$ cat config.mk
export PLATFORM = sky130hd
export DESIGN_NAME = config_loader
export DESIGN_NICKNAME = d
export VERILOG_FILES = /design/src/rtl/config_loader.sv
export SDC_FILE = /design/constraint.sdc
export NUM_CORES = 2
export LEC_CHECK = 0
export CAP_MARGIN = 20
export CORE_UTILIZATION = 40
export CTS_CLUSTER_DIAMETER = 80
export DETAILED_ROUTE_END_ITERATION = 10
export MAX_ROUTING_LAYER = met4
export PLACE_DENSITY = 0.66
export SLEW_MARGIN = 20
export SYNTH_ARGS = -nofsm -noshare
export SYNTH_HDL_FRONTEND = slang
export SYNTH_SLANG_ARGS = --single-unit
$ cat constraint.sdc
create_clock -name clk_i -period 1.9 [get_ports clk_i]
set_clock_uncertainty 0.1 [all_clocks]
set_input_delay 0.38 -clock clk_i [delete_from_list [all_inputs] [get_ports clk_i]]
set_output_delay 0.38 -clock clk_i [all_outputs]
set_load 0.01 [all_outputs]
$ cat src/rtl/config_loader.sv
// config_loader: serial bitstream loader writing WORD_W-bit words into NUM_ROWS fabric rows.
// Optional CRC-8 check of the stream is enabled by defining CFG_LOADER_CRC_EN.
// configs_in is captured on the final bit of each word, so the row being written
// sees its word with its enable through both COMMIT and ADVANCE.
module config_loader #(
    parameter int WORD_W        = 384,
    parameter int NUM_ROWS      = 267,
    parameter int SETTLE_CYCLES = 10
) (
    input  logic                clk_i,
    input  logic                rst_i,
    input  logic                cfg_start_i,
    input  logic                cfg_bit_i,
    input  logic                cfg_valid_i,
    output logic                cfg_ready_o,
    output logic [WORD_W-1:0]   configs_in_o,
    output logic [NUM_ROWS-1:0] configs_en_o,
    output logic                ff_en_o,
    output logic                rdy_o,
    output logic                cfg_err_o
);
    localparam int BW = $clog2(WORD_W + 1);
    localparam int RW = $clog2(NUM_ROWS + 1);
    localparam int SW = $clog2(SETTLE_CYCLES + 2);
    localparam logic [BW-1:0] LAST_BIT    = BW'(WORD_W - 1);
    localparam logic [RW-1:0] LAST_ROW    = RW'(NUM_ROWS - 1);
    localparam logic [SW-1:0] LAST_SETTLE = SW'((SETTLE_CYCLES > 0) ? SETTLE_CYCLES - 1 : 0);

    typedef enum logic [2:0] {IDLE, SHIFT, COMMIT, ADVANCE, CHECK, SETTLE, DONE, ERROR} state_t;

    state_t                state_q, state_d;
    logic [WORD_W-1:0]     shift_q, shift_d;
    logic [WORD_W-1:0]     cin_q, cin_d;
    logic [NUM_ROWS-1:0]   en_q, en_d;
    logic [BW-1:0]         bit_cnt_q, bit_cnt_d;
    logic [RW-1:0]         row_cnt_q, row_cnt_d;
    logic [SW-1:0]         settle_q, settle_d;
    logic                  ff_en_q, ff_en_d;
    logic                  rdy_q, rdy_d;
    logic                  xfer, start_ok;
    logic [WORD_W-1:0]     shifted;
`ifdef CFG_LOADER_CRC_EN
    logic [7:0]            crc_q, crc_d;
    logic [7:0]            rx_q, rx_d;
    logic [3:0]            rx_cnt_q, rx_cnt_d;
    logic                  err_q, err_d;
    logic [7:0]            rx_next;

    assign cfg_ready_o = (state_q == SHIFT) || (state_q == CHECK);
    assign cfg_err_o   = err_q;
    assign rx_next     = {rx_q[6:0], cfg_bit_i};
`else
    assign cfg_ready_o = (state_q == SHIFT);
    assign cfg_err_o   = 1'b0;
`endif

    assign xfer         = cfg_valid_i && cfg_ready_o;
    assign start_ok     = cfg_start_i && (state_q == IDLE || state_q == DONE || state_q == ERROR);
    assign shifted      = {shift_q[WORD_W-2:0], cfg_bit_i};
    assign configs_in_o = cin_q;
    assign configs_en_o = en_q;
    assign ff_en_o      = ff_en_q;
    assign rdy_o        = rdy_q;

    // Next-state and datapath updates for the load sequence
    always_comb begin
        state_d   = state_q;
        shift_d   = shift_q;
        cin_d     = cin_q;
        en_d      = en_q;
        bit_cnt_d = bit_cnt_q;
        row_cnt_d = row_cnt_q;
        settle_d  = (state_q == SETTLE) ? settle_q + 1'b1 : '0;
        ff_en_d   = ff_en_q;
        rdy_d     = rdy_q;
`ifdef CFG_LOADER_CRC_EN
        crc_d     = crc_q;
        rx_d      = rx_q;
        rx_cnt_d  = rx_cnt_q;
        err_d     = err_q;
`endif
        if (start_ok) begin
            state_d   = SHIFT;
            en_d      = NUM_ROWS'(1);
            bit_cnt_d = '0;
            row_cnt_d = '0;
            ff_en_d   = 1'b0;
            rdy_d     = 1'b0;
`ifdef CFG_LOADER_CRC_EN
            crc_d     = '0;
            rx_cnt_d  = '0;
            err_d     = 1'b0;
`endif
        end else begin
            case (state_q)
                SHIFT: begin
                    if (xfer) begin
                        shift_d   = shifted;
                        bit_cnt_d = bit_cnt_q + 1'b1;
`ifdef CFG_LOADER_CRC_EN
                        crc_d     = {crc_q[6:0], 1'b0} ^ (8'h07 & {8{crc_q[7] ^ cfg_bit_i}});
`endif
                        if (bit_cnt_q == LAST_BIT) begin
                            bit_cnt_d = '0;
                            cin_d     = shifted;
                            state_d   = COMMIT;
                        end
                    end
                end
                COMMIT: state_d = ADVANCE;
                ADVANCE: begin
                    en_d      = en_q << 1;
                    row_cnt_d = row_cnt_q + 1'b1;
                    state_d   = (row_cnt_q == LAST_ROW) ? CHECK : SHIFT;
                end
                CHECK: begin
`ifdef CFG_LOADER_CRC_EN
                    if (xfer) begin
                        rx_d     = rx_next;
                        rx_cnt_d = rx_cnt_q + 1'b1;
                        if (rx_cnt_q == 4'd7) begin
                            state_d = (rx_next == crc_q) ? SETTLE : ERROR;
                            err_d   = (rx_next != crc_q);
                        end
                    end
`else
                    state_d = SETTLE;
`endif
                end
                SETTLE: begin
                    if (settle_q == LAST_SETTLE) begin
                        state_d = DONE;
                        ff_en_d = 1'b1;
                    end
                end
                DONE: rdy_d = 1'b1;
                default: ;
            endcase
        end
    end

    // State register with synchronous reset to the idle, row-0 configuration
    always_ff @(posedge clk_i) begin
        if (rst_i) begin
            state_q   <= IDLE;
            shift_q   <= '0;
            cin_q     <= '0;
            en_q      <= NUM_ROWS'(1);
            bit_cnt_q <= '0;
            row_cnt_q <= '0;
            settle_q  <= '0;
            ff_en_q   <= 1'b0;
            rdy_q     <= 1'b0;
`ifdef CFG_LOADER_CRC_EN
            crc_q     <= '0;
            rx_q      <= '0;
            rx_cnt_q  <= '0;
            err_q     <= 1'b0;
`endif
        end else begin
            state_q   <= state_d;
            shift_q   <= shift_d;
            cin_q     <= cin_d;
            en_q      <= en_d;
            bit_cnt_q <= bit_cnt_d;
            row_cnt_q <= row_cnt_d;
            settle_q  <= settle_d;
            ff_en_q   <= ff_en_d;
            rdy_q     <= rdy_d;
`ifdef CFG_LOADER_CRC_EN
            crc_q     <= crc_d;
            rx_q      <= rx_d;
            rx_cnt_q  <= rx_cnt_d;
            err_q     <= err_d;
`endif
        end
    end
endmodule

==> metrics.txt <==
result of the run=finished with violations; failing checks=negative setup slack; final design instance area without fill=0.0498 mm2; final wirelength=110,000 um; most instantiated library cell after synthesis=nand2_1; crit-path max cell delay=roughly 0.60 ns; pin slew with the least headroom to its limit=0.671 ns; Critical Path Sink Type=flop; Mapped Avg Cell Area=7.88 um2; layout-stage area growth over the synthesis result=36.6%; synthesized netlist cell count=4,632; final global-route overflow total=0; Cell Pwr Density=917 mW/mm2; yosys warns=0; post-route worst setup slack=-0.159 ns; wire length of the first global-routing pass=about 170,000 um; share of post-route cells with drive strength above 1=10.7%; area of the die=0.0925 mm2; number of nets with antenna violations after routing=0; # fillers=8,334; clock root cell=clkbuf_16; Worst R2R Start=state_q[2]; number of maximum-capacitance violations=0; part of the total power dissipated in combinational logic=2.5%; via count of the first global-routing pass=30,100; Max Root-Sink Buffers=3; Final Hold Viols=0; dominant cell type by count on the critical path=buf_12; R2R setup slack=-0.16 ns; power share of the sequential group=48.7%; num ports=660; EDFF count, synth=0; Final setup violation count=around 380; startpoint type of the worst setup path=flop; Reg clk slew, reported paths=0.06 ns; initial standard-cell utilization of the core=40.5%; largest net degree at the start of global routing=131; depth of the worst register-to-register path=7; Critical R2R Capture=configs_in_o[182]; most frequent cells after synthesis=2,082 x nand2_1, 1,061 x dfxtp_1, 1,036 x a21oi_1; first element of the critical path=state_q[2]; number of register bits inferred by synthesis=1,061; total power=45.7 mW; post-route insts no fill=roughly 6,500; vias per cell=4.96; type of the worst setup path=reg2reg; worst rel slew slack=between 50% and 60%; cell at the slowest stage of the critical path=or4_4; critical path data arrival time=2.51 ns; class of the tightest hold or removal check=in2reg; floorplan core area=0.0901 mm2; die height=304 um; cell taking the most area after synthesis=dfxtp_1; area fraction of the dominant cell type after synthesis=58.2%; synthesized area=0.0365 mm2; main area contributors after synthesis=dfxtp_1 58%, nand2_1 21%, a21oi_1 14%; number of rows created at floorplan=110; asr flop ratio synth=0%; First DRT Iteration DRCs=2,278; share of power burned in the clock network=48.8%; share of the yosys chip area belonging to registers=between 50% and 60%; maximum frequency from static timing analysis=486 MHz; number of port buffers=658; Max Slew Vio Count=0; Sequential cell area=0.0213 mm2; crit share post-route=108%; Main synth FF type=dfxtp_1; switching power total=10.0 mW; unique cell type count in the Yosys netlist=35; worst skew pair latency=0.68 ns; via count=approximately 32,000; internal power consumption=35.7 mW; Lkg Pwr=about 19 nW; setup repair after global routing missed its margin=true; Worst Setup EP=configs_in_o[182]; CTS Buf Count=109; All-Layer GR Usage=a little under a quarter; DRT Pass-1 Iters=5; number of placed instances, taps included=6,259; worst hold slack=0.113 ns; number of antenna violations at the first check in global routing=2; TritonCTS clock tree=built; # DRC=0; time the final worst path needs with I/O delays and setup=around 2.1 ns; wire length per cell=16.8 um; share of total power consumed by net switching=a little over a fifth; final estimated routing congestion in global placement=0.831; post-DP HPWL=68,500 um; Final nets=5,264; worst-path maximum fanout=11; placed cell area=0.0449 mm2; multi-input gate area in the final layout=around 0.014 mm2; number of H-tree branching levels=3; Peak supply drop=0.847 mV; Cell Chain, Critical Path=nand4bb_4 -> or4_4 -> buf_12 -> buf_12 -> clkbuf_16 -> nand2_1 -> a21oi_1; worst path required time=2.35 ns; post-synth net total=4,642; clock sinks=1,061; die span in x=304 um
## per-stage QoR
stage          TNS (ns)  setup WS, ns  util [%]
2_1_floorplan         0        0.0550         -
3_3_place_gp    -342.89        -0.551      49.8
3_5_place_dp    -370.19        -0.590      49.8
4_1_cts          -17.03        -0.227      54.0
5_1_grt          -64.51        -0.205      55.3
6_report         -19.35        -0.159      55.3
## worst min path at each step
| stage | depth (start not counted) | slack, ns | start | end |
|---|---|---|---|---|
| 6_report | 3 | 0.11 | rst_i | shift_q[308] |
| 5_1_grt | 3 | 0.09 | rst_i | configs_in_o[307] |
| 4_1_cts | 3 | 0.06 | rst_i | shift_q[308] |
| 3_5_place_dp | 2 | 0.34 | configs_in_o[79] | configs_in_o[79] |
| 3_3_place_gp | 2 | 0.34 | configs_in_o[346] | configs_in_o[346] |
| 2_1_floorplan | 1 | 0.33 | settle_q[0] | settle_q[0] |
## metal layers
layer	global-route usage (%)	wire, um	vias up
li1	-	-	16100
met1	27.1	45100	15200
met2	37.0	53300	803
met3	6.77	8070	167
met4	7.43	3120	0
met5	-	0	-
## cell type report
class | instances | share of cell area (%)
sequential | 1061 | 42.7
multi-input combinational | 3215 | 28.4
timing repair buffer | 865 | 18.3
clock buffer | 157 | 6.36
tap | 1176 | 2.95
clock inverter | 49 | 1.26
inverter | 2 | 0.0151
antenna | 2 | 0.0100
## kinds of logic (layout without fill, tap and decap cells)
group / count (synthesis) / count (layout) / synth area share, %
adders and majority gates: 5 / 5 / 0.171
and+or+nand+nor: 2148 / 2148 / 22.4
muxes: 1 / 1 / 0.0274
buffers and inverters: 356 / 1073 / 4.46
AOI/OAI and AO/OA: 1044 / 1044 / 14.4
DFF: 1061 / 1061 / 58.2
other: 1 / 3 / 0.0103
xor gates and xnor gates: 16 / 16 / 0.384
## repair_timing
| action | in CTS | in global routing |
|---|---|---|
| setup buffers | 12 | 13 |
| gates cloned | 15 | 24 |
| pin swaps | 12 | 50 |
| hold buffers | 0 | 0 |
| resized for setup | 875 | 129 |
| endpoints found under the setup margin | 996 | 772 |
## worst max-delay path, delay by kind of cell, from the launching register on
| kind | cells | cell delay [ns] |
|---|---|---|
| AOI/OAI and AO/OA | 1 | 0.06 |
| DFF | 1 | 0.32 |
| and+or+nand+nor | 3 | 0.92 |
| buffers and inverters | 3 | 0.53 |
## sequential cells by signal, indices dropped and copies added, names as in the netlist
signal / cells
configs_en_o: 267
rdy_o: 1
configs_in_o: 384
shift_q: 383
row_cnt_q: 9
state_q: 3
bit_cnt_q: 9
ff_en_o: 1
settle_q: 4
## placed cells by master, fill, tap and decap left out, types with 3 or more instances in the layout
cell             count
a21oi_1            977
a21oi_2             59
buf_12              58
buf_16              24
buf_4               88
buf_6               14
buf_8                4
bufinv_16           11
clkbuf_1            23
clkbuf_16          131
clkbuf_8            24
clkdlybuf4s15_1     55
clkdlybuf4s15_2     34
clkdlybuf4s50_1      3
clkinv_2            23
clkinv_8             4
clkinvlp_4           5
dfxtp_1           1030
dfxtp_2             30
dlygate4sd2_1      562
ha_1                 4
nand2_1           2036
nand2_2             26
nand2_4             20
nand3_1              5
nand4_1              5
nor2_1              25
nor3_1              12
or3_1                3
xnor2_1             10
xor2_1               6
## power by group through the flow
stage / clock network (mW) / logic, mW / registers [mW]
floorplan: 0 / 0.719 / 22.7
global placement: 0 / 1.13 / 22.7
detailed placement: 0 / 1.13 / 22.7
CTS: 22.7 / 1.14 / 22.3
global route: 23.7 / 1.25 / 22.2
finish: 22.3 / 1.15 / 22.3
(Power assumes the default switching activity.)
